<file path="config.mk">
export PLATFORM = sky130hd
export DESIGN_NAME = sync_trial_sequencer
export DESIGN_NICKNAME = d
export VERILOG_FILES = /design/src/rtl/sync_exp_pkg.sv /design/src/rtl/toggle_sync.sv /design/src/rtl/sync_trial_sequencer.sv
export SDC_FILE = /design/constraint.sdc
export NUM_CORES = 1
export LEC_CHECK = 0
export CORE_MARGIN = 2
export CORE_UTILIZATION = 54
export DETAILED_ROUTE_END_ITERATION = 7
export GPL_TIMING_DRIVEN = 0
export HOLD_SLACK_MARGIN = 0.03
export PLACE_DENSITY = 0.83
export SKIP_CTS_REPAIR_TIMING = 1
export SYNTH_ARGS = -nofsm -noshare
export SYNTH_HDL_FRONTEND = slang
export SYNTH_SLANG_ARGS = --single-unit
</file>
<file path="constraint.sdc">
create_clock -name clk -period 4.1 [get_ports clk]
set_clock_uncertainty 0.1 [all_clocks]
set_input_delay 1.23 -clock clk [delete_from_list [all_inputs] [get_ports clk]]
set_output_delay 1.23 -clock clk [all_outputs]
set_load 0.01 [all_outputs]
</file>
<file path="src/rtl/sync_exp_pkg.sv">
// rtl/sync_exp_pkg.sv - shared types, mode codes and Gray helpers for the sync trial sequencer
// Contents: state_t FSM encoding, MODE_* pattern codes, counter widths,
//           bin2gray/gray2bin (32-bit, callers truncate to their bus width).
package sync_exp_pkg;

    typedef enum logic [2:0] {
        ST_IDLE,
        ST_SETUP,
        ST_LAUNCH,
        ST_CHECK,
        ST_DONE
    } state_t;

    localparam logic [1:0] MODE_BIN  = 2'd0;
    localparam logic [1:0] MODE_GRAY = 2'd1;
    localparam logic [1:0] MODE_INV  = 2'd2;
    localparam logic [1:0] MODE_LSB  = 2'd3;

    localparam int TRIAL_W = 16;
    localparam int ERR_W   = 16;
    localparam int TMO_W   = 8;
    localparam int TIMER_W = 16;

    function automatic logic [31:0] bin2gray(input logic [31:0] b);
        return b ^ (b >> 1);
    endfunction

    // Prefix XOR from the MSB down recovers the binary value.
    function automatic logic [31:0] gray2bin(input logic [31:0] g);
        logic [31:0] b;
        b = g;
        for (int i = 1; i < 32; i++) begin
            b = b ^ (g >> i);
        end
        return b;
    endfunction

endpackage

</file>
<file path="src/rtl/toggle_sync.sv">
// rtl/toggle_sync.sv - synchronizer chain plus change detector for a toggle request
// Ports: clk, rst_n (async active-low), tog_in (asynchronous toggle),
//        ev (registered 1-cycle pulse per toggle, SYNC_STG+1 clocks after the edge).
module toggle_sync #(
    parameter int SYNC_STG = 2
) (
    input  logic clk,
    input  logic rst_n,
    input  logic tog_in,
    output logic ev
);

    logic [SYNC_STG-1:0] sync_q;
    logic                prev_q;

    always_ff @(posedge clk or negedge rst_n) begin
        if (!rst_n) begin
            sync_q <= '0;
            prev_q <= 1'b0;
            ev     <= 1'b0;
        end else begin
            sync_q <= {sync_q[SYNC_STG-2:0], tog_in};
            prev_q <= sync_q[SYNC_STG-1];
            ev     <= sync_q[SYNC_STG-1] ^ prev_q;
        end
    end

endmodule

</file>
<file path="src/rtl/sync_trial_sequencer.sv">
// rtl/sync_trial_sequencer.sv - sequences OLD->NEW launch trials and scores clk1-side captures
// Ports: clk, rst_n; start/abort/cfg_trials/cfg_mode control; launch_q to the sampler;
//        cap_req_tog/cap_data/cap_ack_tog toggle handshake; busy/done status;
//        trial_cnt, err_cnt, tmo_cnt, last_bad statistics.
module sync_trial_sequencer
    import sync_exp_pkg::*;
#(
    parameter int W        = 4,
    parameter int SYNC_STG = 2,
    parameter int HOLD_CYC = 4,
    parameter int TMO_CYC  = 255
) (
    input  logic               clk,
    input  logic               rst_n,
    input  logic               start,
    input  logic               abort,
    input  logic [TRIAL_W-1:0] cfg_trials,
    input  logic [1:0]         cfg_mode,
    output logic [W-1:0]       launch_q,
    input  logic               cap_req_tog,
    input  logic [W-1:0]       cap_data,
    output logic               cap_ack_tog,
    output logic               busy,
    output logic               done,
    output logic [TRIAL_W-1:0] trial_cnt,
    output logic [ERR_W-1:0]   err_cnt,
    output logic [TMO_W-1:0]   tmo_cnt,
    output logic [W-1:0]       last_bad
);

    state_t             state_q, state_d;
    logic [TIMER_W-1:0] tmr_q, tmr_d;
    logic [W-1:0]       old_q, old_d, new_val, gray_inc;
    logic [W-1:0]       launch_d, cap_q, cap_d, last_bad_d;
    logic [TRIAL_W-1:0] trials_q, trials_d, trial_d, trial_nxt;
    logic [1:0]         mode_q, mode_d;
    logic [ERR_W-1:0]   err_d;
    logic [TMO_W-1:0]   tmo_d;
    logic               ev;

    toggle_sync #(.SYNC_STG(SYNC_STG)) u_req_sync (
        .clk   (clk),
        .rst_n (rst_n),
        .tog_in(cap_req_tog),
        .ev    (ev)
    );

    // NEW is always derived from the current OLD; it only becomes OLD once a
    // capture has been checked.
    always_comb begin
        gray_inc = W'(gray2bin(32'(old_q)) + 32'd1);
        new_val  = '0;
        case (mode_q)
            MODE_BIN:  new_val = old_q + 1'b1;
            MODE_GRAY: new_val = W'(bin2gray(32'(gray_inc)));
            MODE_INV:  new_val = ~old_q;
            MODE_LSB:  new_val = old_q ^ W'(1);
            default:   new_val = old_q;
        endcase
    end

    assign trial_nxt = trial_cnt + 1'b1;

    always_comb begin
        state_d    = state_q;
        tmr_d      = '0;
        old_d      = old_q;
        launch_d   = launch_q;
        cap_d      = cap_q;
        trials_d   = trials_q;
        mode_d     = mode_q;
        trial_d    = trial_cnt;
        err_d      = err_cnt;
        tmo_d      = tmo_cnt;
        last_bad_d = last_bad;
        if (abort) begin
            state_d = ST_IDLE;
        end else begin
            case (state_q)
                ST_IDLE, ST_DONE: begin
                    if (start) begin
                        trials_d   = cfg_trials;
                        mode_d     = cfg_mode;
                        trial_d    = '0;
                        err_d      = '0;
                        tmo_d      = '0;
                        last_bad_d = '0;
                        old_d      = '0;
                        if (cfg_trials == '0) begin
                            state_d = ST_DONE;
                        end else begin
                            state_d  = ST_SETUP;
                            launch_d = '0;
                        end
                    end
                end
                ST_SETUP: begin
                    if (tmr_q == TIMER_W'(HOLD_CYC - 1)) begin
                        state_d  = ST_LAUNCH;
                        launch_d = new_val;
                    end else begin
                        tmr_d = tmr_q + 1'b1;
                    end
                end
                ST_LAUNCH: begin
                    // A capture arriving on the final timeout cycle still counts as a capture.
                    if (ev) begin
                        cap_d   = cap_data;
                        state_d = ST_CHECK;
                    end else if (tmr_q == TIMER_W'(TMO_CYC - 1)) begin
                        if (tmo_cnt != '1) tmo_d = tmo_cnt + 1'b1;
                        trial_d  = trial_nxt;
                        launch_d = old_q;
                        state_d  = (trial_nxt == trials_q) ? ST_DONE : ST_SETUP;
                    end else begin
                        tmr_d = tmr_q + 1'b1;
                    end
                end
                ST_CHECK: begin
                    if (cap_q != old_q && cap_q != new_val) begin
                        if (err_cnt != '1) err_d = err_cnt + 1'b1;
                        last_bad_d = cap_q;
                    end
                    trial_d  = trial_nxt;
                    old_d    = new_val;
                    launch_d = new_val;
                    state_d  = (trial_nxt == trials_q) ? ST_DONE : ST_SETUP;
                end
                default: state_d = ST_IDLE;
            endcase
        end
    end

    always_ff @(posedge clk or negedge rst_n) begin
        if (!rst_n) begin
            state_q     <= ST_IDLE;
            tmr_q       <= '0;
            old_q       <= '0;
            launch_q    <= '0;
            cap_q       <= '0;
            trials_q    <= '0;
            mode_q      <= MODE_BIN;
            trial_cnt   <= '0;
            err_cnt     <= '0;
            tmo_cnt     <= '0;
            last_bad    <= '0;
            cap_ack_tog <= 1'b0;
        end else begin
            state_q     <= state_d;
            tmr_q       <= tmr_d;
            old_q       <= old_d;
            launch_q    <= launch_d;
            cap_q       <= cap_d;
            trials_q    <= trials_d;
            mode_q      <= mode_d;
            trial_cnt   <= trial_d;
            err_cnt     <= err_d;
            tmo_cnt     <= tmo_d;
            last_bad    <= last_bad_d;
            // Every request event is acknowledged regardless of state.
            cap_ack_tog <= cap_ack_tog ^ ev;
        end
    end

    assign busy = (state_q == ST_SETUP) || (state_q == ST_LAUNCH) || (state_q == ST_CHECK);
    assign done = (state_q == ST_DONE);

endmodule

</file>
==> impl_results.md <==
* Max frequency at 259 MHz
* Syn avg cell area at around 8.8 sq um
* First-pass GRT wire length at 24400 um
* # H-tree levels at 3
* Ys async rst share at 1.00
* Antenna diode count at 0
* Setup WS pre-CTS at 0.321 ns
* Part of the Yosys area used for sequential elements at 0.430
* Max-slew violation count at 0
* Row count at 37
* Yosys reg bits at roughly 100
* Height of the die at between 100 and 150 um
* Post-synthesis cell count at ~650
* Post-synth EDFFs at 0
* Total Power at roughly 3.5 mW
* Initial antenna violation count at 0
* Avg WL per Cell at 16.6 um
* Critical path's slowest cell: a222oi_1
* CP delay by family, top: compound AO/OA/AOI/OAI gates
* Die footprint at about 0.011 sq mm
* DP HPWL at between 10000 and 15000 um
* Final WL at 14600 um
* Dpl cells at about 860
* Power Density at about 510 mW/mm^2
* Fill cell count at between 800 and 900
* Final critical-path required period at between 3 and 4 ns
* Fin cells at approximately 880
* Syn-to-layout area delta at 20.2%
* Commonest cells after routing, fill and taps aside: nand2_1 (102), dfrtp_1 (98), clkdlybuf4s50_1 (76), nor2_1 (54), o21ai_0 (42)
* CP max FO at 6
* Vias per inst at 5.96
* # port buffers at 77
* CP peak stage delay at around 0.75 ns
* Grt total ovfl at 0
* Ys flop type: dfrtp_1
* Post-Syn Nets at 684
* Worst min path class: reg -> reg
* DRC at 0
* Number of global-route vias before repair at between 5k and 6k
* Crit-path cells: ha_1, xor2_1, ha_1, xor2_1, xnor2_1, a222oi_1, a211oi_1, a31oi_1, a21boi_2, a21oi_1, a211o_1
* Core area at between 0.01 and 0.015 sq mm
* RSZ-0062 raised after global routing: false
* Largest net degree at the start of global routing at 57
* Reg area at roughly 0.0025 sq mm
* Clk_lat worst skew at ~0.38 ns
* Post-route setup slack at 0.234 ns
* Chip Width at approximately 110 um
* Hold Fails Final Rpt at 0
* Routed via count at around 5.2k
* Crit path buf inv count at 0
* Clock sink count at between 90 and 100
* Maximum VDD drop at roughly 0.0003 V
* CP Capture Type: flip-flop
* Run status: finished clean
* Slew headroom at 0.435
* Drt initial violations at roughly 320
* GPL Wtd Cong at approximately 0.92
* Tightest Pin Transition at between 0.8 and 0.9 ns
* Post-synth top area cell: dfrtp_1
* Commonest non-fill, non-tap cell in the layout: nand2_1
* Number of synthesis warnings at 0
* CTS Buf Count at 9
* Antenna viol nets, final at 0
* Area occupied by multi-input gates at approximately 0.003 sq mm
* Synth top area cells: dfrtp_1 (43%), nand2_1 (6.7%), xnor2_1 (5.4%), o21ai_0 (3.7%), nor2_1 (3.6%)
* Top cell type's share of synthesized area at 0.430
* Setup Crit Path Kind: reg -> reg
* Clock Tree Buf Depth at 2
* Layout cell share with drive strength beyond 1 at 0.0606
* Leak at 2.94 nW
* First-pass detailed-route iteration total at 5
* Unique masters post-synth at slightly above 60
* Global Route Usage Sum at 0.269
* Top-Level Pins at between 70 and 80
* Netlist Area Pre-Place at roughly 0.0057 sq mm
* Period utilisation layout at 0.943
* CP Data Required Time at between 4 and 5 ns
* Clk root buf: clkbuf_8
* # setup viols final at 0
* Nets@finish at ~770
* Worst setup SP type: flip-flop
* Initial Utilization at 0.555
* Crit path DAT at roughly 4.1 ns
* CTS tree: done
* Reg clk slew, reported paths at ~0.090 ns
* Number of max-cap violations at 0
-- power breakdown --
part	total, mW	internal [mW]	switching, mW	leakage, nW
clock network	0.618	0.294	0.324	0.0962
logic	1.59	0.653	0.934	1.53
registers	1.32	1.14	0.185	1.32
total	3.52	2.08	1.44	2.94
-- per-layer routing --
layer / GRT usage / routed length, um / vias to the layer above
met5: 0 / 0 / -
met4: 0.112 / 314 / 0
met3: 0.0377 / 889 / 20
met2: 0.423 / 6920 / 196
met1: 0.376 / 6450 / 2538
li1: - / - / 2481
-- cell type report --
type | count | area share
sequential | 98 | 0.358
inverter | 22 | 0.0121
clock inverter | 3 | 0.00584
timing repair buffer | 78 | 0.116
multi-input combinational | 497 | 0.440
tap | 136 | 0.0248
clock buffer | 12 | 0.0212
buffer | 32 | 0.0223
-- sequential cells by signal (all words and copies together), names as in the netlist --
signal / count
cap_ack_tog: 1
cap_q: 4
err_cnt: 16
last_bad: 4
launch_q: 4
mode_q: 2
old_q: 4
state_q: 3
tmo_cnt: 8
tmr_q: 16
trial_cnt: 16
trials_q: 16
u_req_sync.ev: 1
u_req_sync.prev_q: 1
u_req_sync.sync_q: 2
-- kinds of logic after synthesis --
| family | after synthesis | share of synthesized area |
|---|---|---|
| AOI/OAI and AO/OA | 144 | 0.173 |
| xor gates and xnor gates | 58 | 0.0904 |
| adders and majority gates | 8 | 0.0176 |
| buffers and inverters | 54 | 0.0413 |
| DFF | 98 | 0.430 |
| muxes | 9 | 0.0169 |
| and+or+nand+nor | 278 | 0.231 |
-- synth_stat cells, types with 3 or more instances --
cell / n
or4_1: 5
nor2_1: 54
o211ai_1: 8
nor4_1: 8
o21ai_0: 42
ha_1: 8
inv_1: 21
or3_1: 8
a211oi_1: 4
xnor2_1: 35
a32o_1: 5
and2_1: 5
a211o_1: 9
clkbuf_1: 19
nand4_1: 14
o21ai_2: 3
dfrtp_1: 98
nor4b_1: 4
nor3_1: 17
and3_1: 24
a31oi_1: 5
o31ai_1: 10
nand3_1: 28
a21oi_1: 28
o22ai_1: 4
mux2i_1: 4
mux2_2: 5
xor2_1: 22
nand2_1: 102
buf_2: 8
nor2b_1: 6
-- through the flow --
stage          hold WS, ns  cell area (sq um)  utilization  TNS [ns]
2_1_floorplan        0.231               5700            -         0
3_3_place_gp         0.233               6640        0.646   -179.96
3_5_place_dp         0.237               6670        0.649         0
4_1_cts              0.257               6850        0.667         0
5_1_grt              0.265               6850        0.667         0
6_report             0.253               6850        0.667         0
-- worst paths after layout --
check	end	depth (start not counted)	startpoint	slack, ns
hold reg to reg	u_req_sync.sync_q[1]	0	u_req_sync.sync_q[0]	0.25
max in group asynchronous	u_req_sync.sync_q[0]	2	rst_n	2.48
setup reg to reg	err_cnt[8]	11	old_q[2]	0.23
setup / recovery	err_cnt[8]	11	old_q[2]	0.23
hold / removal	u_req_sync.sync_q[1]	0	u_req_sync.sync_q[0]	0.25
min in group asynchronous	trial_cnt[7]	1	rst_n	0.74
No activity file was read; power rests on OpenSTA's default activity.
